[src/rtl/mips_pkg.sv]
// Shared definitions for the multi-cycle MIPS subset core: widths, PC-source
// encodings shared with the decoder, and the fetch-stage state encoding.
package mips_pkg;

    localparam int unsigned WORD_W  = 32;
    localparam int unsigned JADDR_W = 26;
    localparam int unsigned PCSRC_W = 2;

    typedef logic [WORD_W-1:0]  word_t;
    typedef logic [PCSRC_W-1:0] pc_src_t;

    localparam pc_src_t PC_INC4 = 2'd0;
    localparam pc_src_t PC_J    = 2'd1;
    localparam pc_src_t PC_JR   = 2'd2;
    localparam pc_src_t PC_BNE  = 2'd3;

    typedef enum logic [1:0] {
        FS_RESET = 2'd0,
        FS_FETCH = 2'd1,
        FS_EXEC  = 2'd2,
        FS_FAULT = 2'd3
    } fetch_state_e;

    // Everything the PC sequencer needs from decode/execute for the held instruction
    typedef struct packed {
        pc_src_t              src;
        logic [JADDR_W-1:0]   jaddr;
        word_t                imm;
        logic                 bne;
        logic                 alu_zero;
        word_t                rs_data;
    } pc_ctrl_t;

    // BNE takes the branch on a nonzero compare, BEQ on a zero compare
    function automatic logic br_taken(input logic bne, input logic alu_zero);
        return bne ? !alu_zero : alu_zero;
    endfunction

endpackage

[src/rtl/next_pc.sv]
// Combinational next-PC selection for the held instruction, plus the
// JR target misalignment flag.
module next_pc
    import mips_pkg::*;
(
    input  word_t    pc_plus4,
    input  pc_ctrl_t ctrl,
    output word_t    next_pc_c,
    output logic     jr_misaligned_c
);

    word_t branch_target;

    assign branch_target = pc_plus4 + {ctrl.imm[WORD_W-3:0], 2'b00};

    always_comb begin
        next_pc_c       = pc_plus4;
        jr_misaligned_c = 1'b0;
        case (ctrl.src)
            PC_INC4: next_pc_c = pc_plus4;
            PC_J:    next_pc_c = {pc_plus4[WORD_W-1:WORD_W-4], ctrl.jaddr, 2'b00};
            PC_JR: begin
                // Low bits are dropped rather than trapped; the flag reports it
                next_pc_c       = {ctrl.rs_data[WORD_W-1:2], 2'b00};
                jr_misaligned_c = |ctrl.rs_data[1:0];
            end
            PC_BNE:  next_pc_c = br_taken(ctrl.bne, ctrl.alu_zero) ? branch_target : pc_plus4;
            default: next_pc_c = pc_plus4;
        endcase
    end

endmodule

[src/rtl/fetch_unit.sv]
// Instruction fetch and PC sequencing: fetches over a req/valid handshake,
// holds the word for the decoder, and advances the PC when execute completes.
module fetch_unit
    import mips_pkg::*;
#(
    parameter logic [31:0] RESET_PC = 32'h0000_0000,
    parameter int unsigned MAX_WAIT = 16
) (
    input  logic        clk,
    input  logic        rstN,
    output logic        imReq,
    output logic [31:0] imAddr,
    input  logic [31:0] imRdata,
    input  logic        imValid,
    output logic [31:0] instr,
    output logic        instrValid,
    output logic [31:0] pc,
    output logic [31:0] pcPlus4,
    input  logic [1:0]  pcSrcCtrl,
    input  logic [25:0] jAddr,
    input  logic [31:0] imm,
    input  logic        bneCtrl,
    input  logic        aluZero,
    input  logic [31:0] rsData,
    input  logic        exStall,
    output logic        retired,
    output logic        jrMisaligned,
    output logic        fault
);

    localparam int unsigned WAIT_W = (MAX_WAIT < 2) ? 1 : $clog2(MAX_WAIT + 1);
    // Counter value in the FETCH cycle that would be the MAX_WAIT-th without a response
    localparam logic [WAIT_W-1:0] WAIT_LAST = WAIT_W'((MAX_WAIT == 0) ? 32'd0 : MAX_WAIT - 1);
    localparam logic TIMEOUT_EN = (MAX_WAIT != 0);

    fetch_state_e      state;
    fetch_state_e      state_nxt;
    logic [WAIT_W-1:0] wait_cnt;
    logic              accept_c;
    logic              exit_c;
    logic              timeout_c;
    word_t             next_pc_c;
    logic              jr_mis_c;
    pc_ctrl_t          pc_ctrl;

    assign accept_c  = (state == FS_FETCH) && imValid;
    assign exit_c    = (state == FS_EXEC) && !exStall;
    assign timeout_c = TIMEOUT_EN && (state == FS_FETCH) && !imValid && (wait_cnt == WAIT_LAST);

    assign imAddr  = pc;
    assign pcPlus4 = pc + 32'd4;

    assign pc_ctrl.src      = pcSrcCtrl;
    assign pc_ctrl.jaddr    = jAddr;
    assign pc_ctrl.imm      = imm;
    assign pc_ctrl.bne      = bneCtrl;
    assign pc_ctrl.alu_zero = aluZero;
    assign pc_ctrl.rs_data  = rsData;

    next_pc u_next_pc (
        .pc_plus4        (pcPlus4),
        .ctrl            (pc_ctrl),
        .next_pc_c       (next_pc_c),
        .jr_misaligned_c (jr_mis_c)
    );

    // State register
    always_ff @(posedge clk or negedge rstN) begin
        if (!rstN) begin
            state <= FS_RESET;
        end else begin
            state <= state_nxt;
        end
    end

    // Next-state logic; a response in the timeout cycle still wins
    always_comb begin
        state_nxt = state;
        case (state)
            FS_RESET: state_nxt = FS_FETCH;
            FS_FETCH: begin
                if (imValid) begin
                    state_nxt = FS_EXEC;
                end else if (timeout_c) begin
                    state_nxt = FS_FAULT;
                end
            end
            FS_EXEC: begin
                if (!exStall) begin
                    state_nxt = FS_FETCH;
                end
            end
            FS_FAULT: state_nxt = FS_FAULT;
            default:  state_nxt = FS_RESET;
        endcase
    end

    // Output decode
    always_comb begin
        imReq        = 1'b0;
        instrValid   = 1'b0;
        fault        = 1'b0;
        retired      = 1'b0;
        jrMisaligned = 1'b0;
        case (state)
            FS_FETCH: imReq = 1'b1;
            FS_EXEC: begin
                instrValid   = 1'b1;
                retired      = !exStall;
                jrMisaligned = !exStall && jr_mis_c;
            end
            FS_FAULT: fault = 1'b1;
            default: ;
        endcase
    end

    // Consecutive FETCH cycles without a response
    always_ff @(posedge clk or negedge rstN) begin
        if (!rstN) begin
            wait_cnt <= '0;
        end else if (state == FS_FETCH) begin
            if (imValid) begin
                wait_cnt <= '0;
            end else begin
                wait_cnt <= wait_cnt + WAIT_W'(1);
            end
        end
    end

    // Instruction hold register; cleared to a NOP on entering FAULT
    always_ff @(posedge clk or negedge rstN) begin
        if (!rstN) begin
            instr <= '0;
        end else if (accept_c) begin
            instr <= imRdata;
        end else if (state_nxt == FS_FAULT) begin
            instr <= '0;
        end
    end

    // Program counter advances only when the held instruction leaves EXEC
    always_ff @(posedge clk or negedge rstN) begin
        if (!rstN) begin
            pc <= RESET_PC;
        end else if (exit_c) begin
            pc <= next_pc_c;
        end
    end

endmodule

[config.mk]
export PLATFORM = sky130hd
export DESIGN_NAME = fetch_unit
export DESIGN_NICKNAME = d
export VERILOG_FILES = /design/src/rtl/mips_pkg.sv /design/src/rtl/next_pc.sv /design/src/rtl/fetch_unit.sv
export SDC_FILE = /design/constraint.sdc
export NUM_CORES = 1
export LEC_CHECK = 0
export ABC_AREA = 1
export CAP_MARGIN = 15
export CORE_MARGIN = 8
export CORE_UTILIZATION = 30
export CTS_BUF_LIST = sky130_fd_sc_hd__clkbuf_16
export CTS_CLUSTER_DIAMETER = 80
export DETAILED_ROUTE_END_ITERATION = 10
export DONT_BUFFER_PORTS = 1
export PLACE_DENSITY = 0.47
export SYNTH_ARGS = -nofsm -noshare
export SYNTH_HDL_FRONTEND = slang
export SYNTH_HIERARCHICAL = 1
export SYNTH_SLANG_ARGS = --single-unit
[constraint.sdc]
create_clock -name clk -period 3.2 [get_ports clk]
set_input_delay 0.16 -clock clk [delete_from_list [all_inputs] [get_ports clk]]
set_output_delay 0.16 -clock clk [all_outputs]
set_load 0.05 [all_outputs]
==> results.sh, run 1 <==
export IMPL_outcome="finished clean"
export IMPL_slew_headroom_pct=23.1
export IMPL_fp_row_count=56
export IMPL_drv_slew=0
export IMPL_worst_slack_ns=0.120
export IMPL_grt_overflow_total=0
export IMPL_coreArea_mm2=0.0235
export IMPL_crit_path_end_kind="flip-flop"
export IMPL_synth_area_leaders="nand2_1 (27%), dfrtp_1 (25%), inv_1 (7.3%), nand3_1 (6.5%), ha_1 (5.6%)"
export IMPL_vias_per_cell=4.83
export IMPL_worstPathMaxFanout=5
export IMPL_ios=263
export IMPL_route_vias_total=8074
export IMPL_grtUsageTotal_pct=20.7
export IMPL_grt_max_degree=72
export IMPL_fmax_mhz=325
export IMPL_numPortBuffers=0
export IMPL_drc=0
export IMPL_syn2layout_area_growth_pct=36.4
export IMPL_wire_per_inst_um=18.7
export IMPL_cp_required_ns=3.43
export IMPL_seq_area_frac_synth_pct=24.7
export IMPL_clk_pin_slew_ns=0.07
export IMPL_ys_flop_type="dfrtp_1"
export IMPL_fin_skew_ns=0.00921
export IMPL_fin_area_mm2=0.00981
export IMPL_ant_nets=0
export IMPL_gp_congestion=0.954
export IMPL_die_width_um=171
export IMPL_antenna_found_initial=1
export IMPL_worst_setup_path_type="reg2reg"
export IMPL_syn_nets=1373
export IMPL_die_y_um=171
export IMPL_place_area_mm2=0.00869
export IMPL_arrival_ns=3.31
export IMPL_synth_top_cell_area_share_pct=26.5
export IMPL_period_minus_slack_ns=3.08
export IMPL_synth_seq_cells=71
export IMPL_drive_above_1_share_pct=23.9
export IMPL_h_tree_depth=3
export IMPL_fin_cells=1670
export IMPL_clockRootBuffer="clkbuf_16"
export IMPL_wirelength_mm=31.2
export IMPL_async_reset_ff_share_pct=100
export IMPL_drv_cap=0
export IMPL_synth_top_cell_by_area="nand2_1"
export IMPL_initial_utilization_pct=30.6
export IMPL_fin_nets=1508
export IMPL_synth_edf_count=0
export IMPL_synth_area_mm2=0.00719
export IMPL_dr_pass1_iters=5
export IMPL_rsz0062_at_grt="yes"
export IMPL_clockBufferDepth=2
export IMPL_grt_pass1_vias=7825
export IMPL_power_density_mw_per_mm2=967
export IMPL_min_period_over_period_pct=96.2
export IMPL_dp_hpwl_mm=25.3
export IMPL_final_fill_count=2538
export IMPL_numCtsBuffers=9
export IMPL_clkLatencyLatePin_ns=0.34
export IMPL_ys_types=41
export IMPL_hold_viol=0
export IMPL_finalSetupViolCount=0
export IMPL_yosys_warnings=6
export IMPL_grt_pass1_wl_mm=45.9
export IMPL_cts_sinks=71
export IMPL_cts_tree="yes"
export IMPL_drt_iter0_markers=573
export IMPL_start_kind="flip-flop"
export IMPL_placed_cells=1610
export IMPL_synth_cells=1210
export IMPL_worstMarginPinSlew_ns=1.15
export IMPL_pre_cts_ws_ns=0.0172
export IMPL_fp_dieArea_mm2=0.0292
export IMPL_syn_avg_cell_area_um2=5.94
export IMPL_peakVddDrop_mv=0.376
export IMPL_p_leak_nw=5.01
export IMPL_min_path_type="in2reg"
## registers in the layout (all words and copies together) (netlist names)
signal	cells
state	2
wait_cnt	5
imAddr	32
instr	32
## through the flow
stage	hold slack, ns	power [mW]	TNS [ns]	util, %
floorplan	-0.136	6.11	-0.0827	-
global placement	-0.133	8.04	0	36.9
detailed placement	-0.133	8.02	0	36.9
CTS	0.0187	9.10	0	39.7
global route	0.0426	10.1	-0.180	41.7
finish	0.0243	9.48	0	41.7
## where the power goes
part / switching [mW] / internal, mW / total (mW)
Clock: 0.438 / 0.532 / 0.970
Combinational: 4.92 / 2.24 / 7.16
Sequential: 0.244 / 1.11 / 1.36
Total: 5.60 / 3.88 / 9.48
## cells in the mapped netlist (16+ instances only)
cell / number
a21oi_1: 21
buf_4: 37
clkbuf_1: 16
dfrtp_1: 71
ha_1: 32
inv_1: 140
nand2_1: 508
nand3_1: 94
nand4_1: 22
nor2_1: 96
o21ai_0: 47
xor2_1: 20
## critical path, cell delays in order, from the launching register on
cell	delay (ns)
dfrtp_2	0.39
buf_6	0.12
clkinvlp_4	0.09
nor2_4	0.17
nand2_4	0.10
nor2_4	0.17
buf_6	0.14
xor2_4	0.20
ha_4	0.25
nand2_1	0.06
nand2_1	0.08
nand2_1	0.10
nand2_2	0.08
a21oi_2	0.18
buf_4	0.13
buf_4	0.09
nand2_1	0.04
nand2_1	0.05
nand3_1	0.06
nand2_1	0.10
nand4_1	0.17
nand2_1	0.12
nand2_1	0.05
## cells by family after synthesis
family	Yosys count	share of synthesized area, %
and+or+nand+nor	771	45.0
DFF	71	24.7
xor gates and xnor gates	26	3.17
muxes	1	0.139
adders and majority gates	33	5.84
AOI/OAI and AO/OA	98	7.98
buffers and inverters	210	13.2
## routing by layer
metal  global-route usage, %  vias to the layer above  routed length [µm]
li1                        -                     4035                   -
met5                       0                        -                   0
met4                    6.05                        0                 493
met3                    5.51                       26                2560
met1                    25.5                     3715               12900
met2                    35.1                      298               15200
## cells in the final DEF, fill, tap and decap left out, drive strengths merged
cell / netlist / layout
a21o: 3 / 3
a21oi: 23 / 23
a221oi: 4 / 4
a22oi: 1 / 1
a31oi: 1 / 1
and2: 1 / 1
buf: 48 / 154
clkbuf: 16 / 9
clkinv: 0 / 1
clkinvlp: 0 / 5
dfrtp: 71 / 71
diode: 0 / 1
dlygate4sd3: 0 / 34
fa: 1 / 1
ha: 32 / 32
inv: 146 / 147
mux2i: 1 / 1
nand2: 524 / 524
nand3: 95 / 95
nand3b: 8 / 8
nand4: 22 / 22
nor2: 113 / 113
nor3: 5 / 5
o2111ai: 5 / 5
o211ai: 1 / 1
o21a: 1 / 1
o21ai: 48 / 48
o21bai: 9 / 9
o22ai: 1 / 1
o31ai: 1 / 1
or2: 3 / 3
xnor2: 6 / 6
xor2: 20 / 20
## final cells by class
cell class | instances | area (µm²) | area share [%]
multi-input combinational | 929 | 5240 | 53.4
sequential | 71 | 1790 | 18.3
timing repair buffer | 188 | 1540 | 15.7
inverter | 146 | 552 | 5.62
tap | 319 | 399 | 4.07
clock buffer | 9 | 225 | 2.30
clock inverter | 7 | 56.3 | 0.574
antenna | 1 | 2.50 | 0.0255
## path summary, 6_finish.rpt
check                                   startpoint                      end  slack [ns]  depth (start not counted)
max                          imAddr[2]$_DFFE_PN0P_   imAddr[20]$_DFFE_PN0P_        0.12                         22
min                                        exStall       state[1]$_DFF_PN0_        0.02                          2
max reg2reg                  imAddr[2]$_DFFE_PN0P_   imAddr[20]$_DFFE_PN0P_        0.12                         22
min reg2reg                wait_cnt[3]$_DFFE_PN0N_  wait_cnt[3]$_DFFE_PN0N_        0.47                          1
max in group asynchronous                     rstN   imAddr[15]$_DFFE_PN0P_        2.49                          2
min in group asynchronous                     rstN   imAddr[22]$_DFFE_PN0P_        0.38                          2
## timing repair
action	in CTS	in global routing
pin swaps	0	27
hold buffers	35	0
buffers inserted	0	9
hold endpoints to repair	104	0
cloned	0	0
endpoints found under the setup margin	1	19
resized for setup	1	86
Power figures use the tool's default switching activity.
==> run 2, diff against run 1 <==
BUFFER_PORTS_ARGS = -buffer_cell sky130_fd_sc_hd__buf_2   (was not set)
DONT_BUFFER_PORTS = not set   (was 1)
PLACE_DENSITY = 0.56   (was 0.47)
==> run 2 against run 1 <==
Total power increased by 1.1%. Critical path depth unchanged. Combinational power increased by 0.8%. Clock-buffer cell count unchanged. Clock skew about the same. Register-to-register slack improved by 0.06 ns. Design area increased by 5.0%. Worst hold slack improved by 0.0030 ns. Flip-flop and latch count unchanged. Highest routed layer unchanged.
==> results.sh, run 2 (synthesized netlist as in run 1, its figures left out) <==
export IMPL_antenna_found_initial=1
export IMPL_start_kind="flip-flop"
export IMPL_numCtsBuffers=9
export IMPL_min_path_type="in2reg"
export IMPL_grt_max_degree=47
export IMPL_min_period_over_period_pct=94.4
export IMPL_period_minus_slack_ns=3.02
export IMPL_ios=263
export IMPL_drc=0
export IMPL_worstPathMaxFanout=5
export IMPL_hold_viol=0
export IMPL_fp_dieArea_mm2=0.0292
export IMPL_arrival_ns=3.22
export IMPL_syn2layout_area_growth_pct=43.2
export IMPL_die_y_um=171
export IMPL_cts_tree="yes"
export IMPL_clk_pin_slew_ns=0.06
export IMPL_drt_iter0_markers=621
export IMPL_outcome="finished clean"
export IMPL_fmax_mhz=331
export IMPL_drive_above_1_share_pct=34.6
export IMPL_initial_utilization_pct=30.6
export IMPL_wire_per_inst_um=17.1
export IMPL_wirelength_mm=31.4
export IMPL_clockRootBuffer="clkbuf_16"
export IMPL_dp_hpwl_mm=26.1
export IMPL_final_fill_count=2571
export IMPL_rsz0062_at_grt="yes"
export IMPL_final_common_cell="nand2_1"
export IMPL_final_setup_tns_ns=0
export IMPL_die_width_um=171
export IMPL_fin_nets=1675
export IMPL_cts_sinks=71
export IMPL_worst_setup_path_type="reg2reg"
export IMPL_power_density_mw_per_mm2=931
export IMPL_grt_pass1_wl_mm=47.0
export IMPL_vias_per_cell=4.74
export IMPL_gp_congestion=0.961
export IMPL_dr_pass1_iters=5
export IMPL_worstMarginPinSlew_ns=0.890
export IMPL_worst_hold_slack_ns=0.0274
export IMPL_ant_nets=0
export IMPL_h_tree_depth=3
export IMPL_fin_skew_ns=0.00889
export IMPL_route_vias_total=8701
export IMPL_peakVddDrop_mv=0.605
export IMPL_final_cell_mix="nand2_1 (480), buf_2 (260), inv_1 (139)"
export IMPL_slew_headroom_pct=40.5
export IMPL_p_leak_nw=5.76
export IMPL_numPortBuffers=260
export IMPL_coreArea_mm2=0.0235
export IMPL_fp_row_count=56
export IMPL_crit_path_end_kind="flip-flop"
export IMPL_grtUsageTotal_pct=20.8
export IMPL_grt_overflow_total=0
export IMPL_cp_required_ns=3.40
export IMPL_clockBufferDepth=2
export IMPL_grt_pass1_vias=8605
export IMPL_finalSetupViolCount=0
export IMPL_drv_slew=0
export IMPL_drv_cap=0
export IMPL_clkLatencyLatePin_ns=0.33
-- run 2: cell type report --
type	instances	area (µm²)	share of cell area [%]
tap	319	399	3.88
clock inverter	6	53.8	0.522
inverter	146	552	5.36
antenna	1	2.50	0.0243
timing repair buffer	355	2050	19.9
multi-input combinational	929	5220	50.6
clock buffer	9	225	2.19
sequential	71	1800	17.5
-- run 2: worst max-delay path, stage by stage (launching register included) --
cell and delay [ns]:
dfrtp_2 0.40, buf_6 0.13, clkinvlp_4 0.09, nor2_4 0.17, nand2_4 0.11, nor2_4 0.18
buf_6 0.14, xor2_4 0.18, ha_4 0.24, nand2_1 0.06, nand2_1 0.07, nand2_1 0.08
nand2_2 0.08, a21oi_2 0.19, nor2_1 0.06, nor2_1 0.13, nand2_1 0.07, nand2_1 0.07
nand3_2 0.11, nand2_2 0.13, nand3_2 0.08, nand2_1 0.07, o21ai_1 0.07
-- run 2: final timing paths --
check,startpoint,end,slack [ns],depth (start not counted)
min in group asynchronous,rstN,imAddr[1]$_DFFE_PN0P_,0.48,2
hold reg to reg,wait_cnt[3]$_DFFE_PN0N_,wait_cnt[3]$_DFFE_PN0N_,0.47,1
setup / recovery,imAddr[2]$_DFFE_PN0P_,imAddr[28]$_DFFE_PN0P_,0.18,22
setup reg to reg,imAddr[2]$_DFFE_PN0P_,imAddr[28]$_DFFE_PN0P_,0.18,22
max in group asynchronous,rstN,instr[27]$_DFFE_PN0P_,2.04,3
hold / removal,imRdata[2],instr[2]$_DFFE_PN0P_,0.03,3
-- run 2: per-stage QoR --
stage	cell area, µm²	worst slack, ns	util (%)	total power [mW]	std cells
after global placement	9540	0.0436	40.5	8.15	1808
after global routing	10300	-0.0383	43.7	10.2	1836
final	10300	0.178	43.7	9.59	1836
after CTS	9830	0.0307	41.7	9.17	1824
after floorplan	7590	-0.0399	-	6.11	1210
after detailed placement	9540	0.0463	40.5	8.16	1808
-- run 2: repair_timing --
action                                  CTS  global route
hold buffers                              1             0
endpoints found under the setup margin    0            17
hold endpoints to repair                 32             0
setup buffers                             0            11
resized for setup                         0            88
-- run 2: layer usage --
layer  share of wire, %  vias to the layer above  wire length (µm)  GRT usage [%]
met5                  0                        -                 0              0
met4                2.1                        0               659           5.41
met3                6.4                       34              2020           3.69
met2                 48                      285             15000           36.1
met1                 44                     4026             13700           26.4
li1                   -                     4356                 -              -
-- run 2: report_power, final --
group / internal [mW] / switching, mW
Combinational: 2.25 / 4.98
Clock: 0.590 / 0.384
Sequential: 1.12 / 0.273
==> run 3, diff against run 2 <==
MAX_ROUTING_LAYER = met4   (was not set)
==> run 3 against run 2 <==
Flip-flop and latch count unchanged. Critical endpoint is now imAddr[27]$_DFFE_PN0P_. Final cell count increased by 0.54%. Wire length increased by 0.36%. Clock-buffer cell count unchanged. Worst hold slack improved by 0.0017 ns. Critical path type unchanged. Setup slack got worse by 0.017 ns. Non-clock buffer count increased by 10. Design area increased by 1.2%. Total power increased by 0.52%. Highest routed layer unchanged. Clock skew decreased by 0.0016 ns. Register-to-register slack got worse by 0.02 ns.
==> results.sh, run 3 (synthesized netlist as in run 1, its figures left out) <==
export IMPL_period_minus_slack_ns=3.04
export IMPL_clockBufferDepth=2
export IMPL_min_from="imRdata[13]"
export IMPL_start_kind="flip-flop"
export IMPL_worst_setup_path_type="reg2reg"
export IMPL_slew_headroom_pct=40.8
export IMPL_fin_cells=1846
export IMPL_p_seq_share_pct=14.3
export IMPL_critPathMostFrequentCell="nand2_1"
export IMPL_multi_input_area_mm2=0.00525
export IMPL_drt_iter0_markers=522
export IMPL_coreArea_mm2=0.0235
export IMPL_fin_area_mm2=0.0104
export IMPL_power_frac_clock_pct=10.1
export IMPL_grt_pass1_wl_mm=47.2
export IMPL_grt_overflow_total=0
export IMPL_total_power_mw=9.64
export IMPL_syn2layout_area_growth_pct=44.9
export IMPL_wirelength_mm=31.5
export IMPL_grtUsageTotal_pct=21.7
export IMPL_wire_per_inst_um=17.1
export IMPL_cpPeakStageDelay_ns=0.41
export IMPL_numPortBuffers=260
export IMPL_final_common_cell="nand2_1"
export IMPL_grt_pass1_vias=8693
export IMPL_rsz0062_at_grt="yes"
export IMPL_place_area_mm2=0.00963
export IMPL_holdPathStages=3
export IMPL_initial_utilization_pct=30.6
export IMPL_peakVddDrop_mv=0.659
export IMPL_drv_cap=0
export IMPL_reg2regPathDepth=20
export IMPL_final_seq_area_mm2=0.00180
export IMPL_worstMarginPinSlew_ns=0.886
export IMPL_outcome="finished clean"
export IMPL_die_width_um=171
export IMPL_ios=263
export IMPL_arrival_ns=3.28
export IMPL_worstPathCellList="nand2_1 -> nor2_2 -> nand2_1 -> nor2_2 -> nand2_1 -> nand2_1 -> nand2_2 -> ha_1 -> nand2_1 -> nor2_1 -> nand2_1 -> nor2_1 -> nand2_1 -> nand3_1 -> nand2_1 -> nand3_1 -> nand2_1 -> a21oi_2 -> nand2_1 -> o21ai_0"
export IMPL_utilization_pct=44.3
export IMPL_min_path_type="in2reg"
export IMPL_dp_hpwl_mm=26.4
export IMPL_cp_required_ns=3.44
export IMPL_r2r_slack_ns=0.16
export IMPL_crit_path_end_kind="flip-flop"
export IMPL_hold_viol=0
export IMPL_drc=0
export IMPL_fin_nets=1685
export IMPL_fp_dieArea_mm2=0.0292
export IMPL_clockRootBuffer="clkbuf_16"
export IMPL_r2r_end="imAddr[27]$_DFFE_PN0P_"
export IMPL_fp_row_count=56
export IMPL_p_leak_nw=5.81
export IMPL_cts_tree="yes"
export IMPL_h_tree_depth=3
export IMPL_ant_nets=0
export IMPL_crit_slowest_cell="ha_1"
export IMPL_combPwrFrac_pct=75.6
export IMPL_min_period_over_period_pct=95.0
export IMPL_clk_pin_slew_ns=0.06
export IMPL_dr_pass1_iters=5
export IMPL_cts_sinks=71
export IMPL_die_y_um=171
export IMPL_drv_slew=0
export IMPL_final_setup_tns_ns=0
export IMPL_numCtsBuffers=9
export IMPL_gp_congestion=1.02
export IMPL_final_fill_count=2548
export IMPL_min_to="instr[13]$_DFFE_PN0P_"
export IMPL_fmax_mhz=329
export IMPL_p_sw_share_pct=58.5
export IMPL_drive_above_1_share_pct=35.7
export IMPL_worstPathMaxFanout=4
export IMPL_clkLatencyLatePin_ns=0.33
export IMPL_vias_per_cell=4.69
export IMPL_grt_max_degree=47
export IMPL_final_cell_mix="nand2_1 (477), buf_2 (260), inv_1 (139)"
export IMPL_finalSetupViolCount=0
export IMPL_cell_internal_pwr_mw=4.00
export IMPL_r2r_start="imAddr[10]$_DFFE_PN0P_"
export IMPL_power_switching_mw=5.64
export IMPL_antenna_found_initial=1
export IMPL_power_density_mw_per_mm2=924
export IMPL_placed_cells=1819
export IMPL_route_vias_total=8656
export IMPL_fin_skew_ns=0.00729
run 3: worst max path at each step:
stage                      startpoint                     end  slack, ns  cells after the start
5_1_grt         imAddr[2]$_DFFE_PN0P_  imAddr[31]$_DFFE_PN0P_      -0.07                     24
4_1_cts        imAddr[10]$_DFFE_PN0P_  imAddr[27]$_DFFE_PN0P_       0.06                     20
3_3_place_gp   imAddr[10]$_DFFE_PN0P_  imAddr[27]$_DFFE_PN0P_       0.05                     20
3_5_place_dp   imAddr[10]$_DFFE_PN0P_  imAddr[27]$_DFFE_PN0P_       0.09                     20
6_report       imAddr[10]$_DFFE_PN0P_  imAddr[27]$_DFFE_PN0P_       0.16                     20
2_1_floorplan   imAddr[2]$_DFFE_PN0P_  imAddr[28]$_DFFE_PN0P_      -0.04                     20
run 3: final cells by class:
cell class | count | share of cell area (%)
clock buffer | 9 | 2.16
tap | 319 | 3.83
timing repair buffer | 365 | 20.5
sequential | 71 | 17.2
antenna | 1 | 0.0240
inverter | 146 | 5.32
multi-input combinational | 929 | 50.4
clock inverter | 6 | 0.528
run 3: critical path: cells and delay by family, from the launching register on:
| family | cells | cell delay, ns |
|---|---|---|
| flip-flops | 1 | 0.40 |
| adder cells (fa/ha/maj) | 1 | 0.41 |
| AO/OA/AOI/OAI | 2 | 0.24 |
| AND/OR/NAND/NOR | 17 | 1.89 |
run 3: what timing repair did:
action,CTS,global route
setup endpoints to repair,0,16
resized for setup,0,92
endpoints found under the hold margin,25,0
setup buffers,0,10
hold buffers,1,0
run 3: power by group through the flow:
stage	clock network (mW)	logic [mW]	registers, mW
2_1_floorplan	0	4.04	2.07
3_3_place_gp	0	6.80	1.39
3_5_place_dp	0	6.79	1.39
4_1_cts	1.00	6.82	1.37
5_1_grt	1.05	7.81	1.41
6_report	0.974	7.28	1.38
run 3: per-stage QoR:
| step | hold slack [ns] | setup WS (ns) |
|---|---|---|
| after global placement | 0.218 | 0.0451 |
| final | 0.0290 | 0.161 |
| after global routing | 0.0226 | -0.0708 |
| after detailed placement | 0.225 | 0.0926 |
| after floorplan | -0.136 | -0.0399 |
| after CTS | 0.0143 | 0.0566 |
run 3: metal layers:
layer | global-route usage, % | vias up | part of all wire [%]
li1 | - | 4378 | -
met2 | 35.1 | 272 | 47
met3 | 3.00 | 37 | 5.4
met4 | 7.11 | 0 | 2.6
met1 | 27.7 | 3969 | 45
met5 | - | - | 0
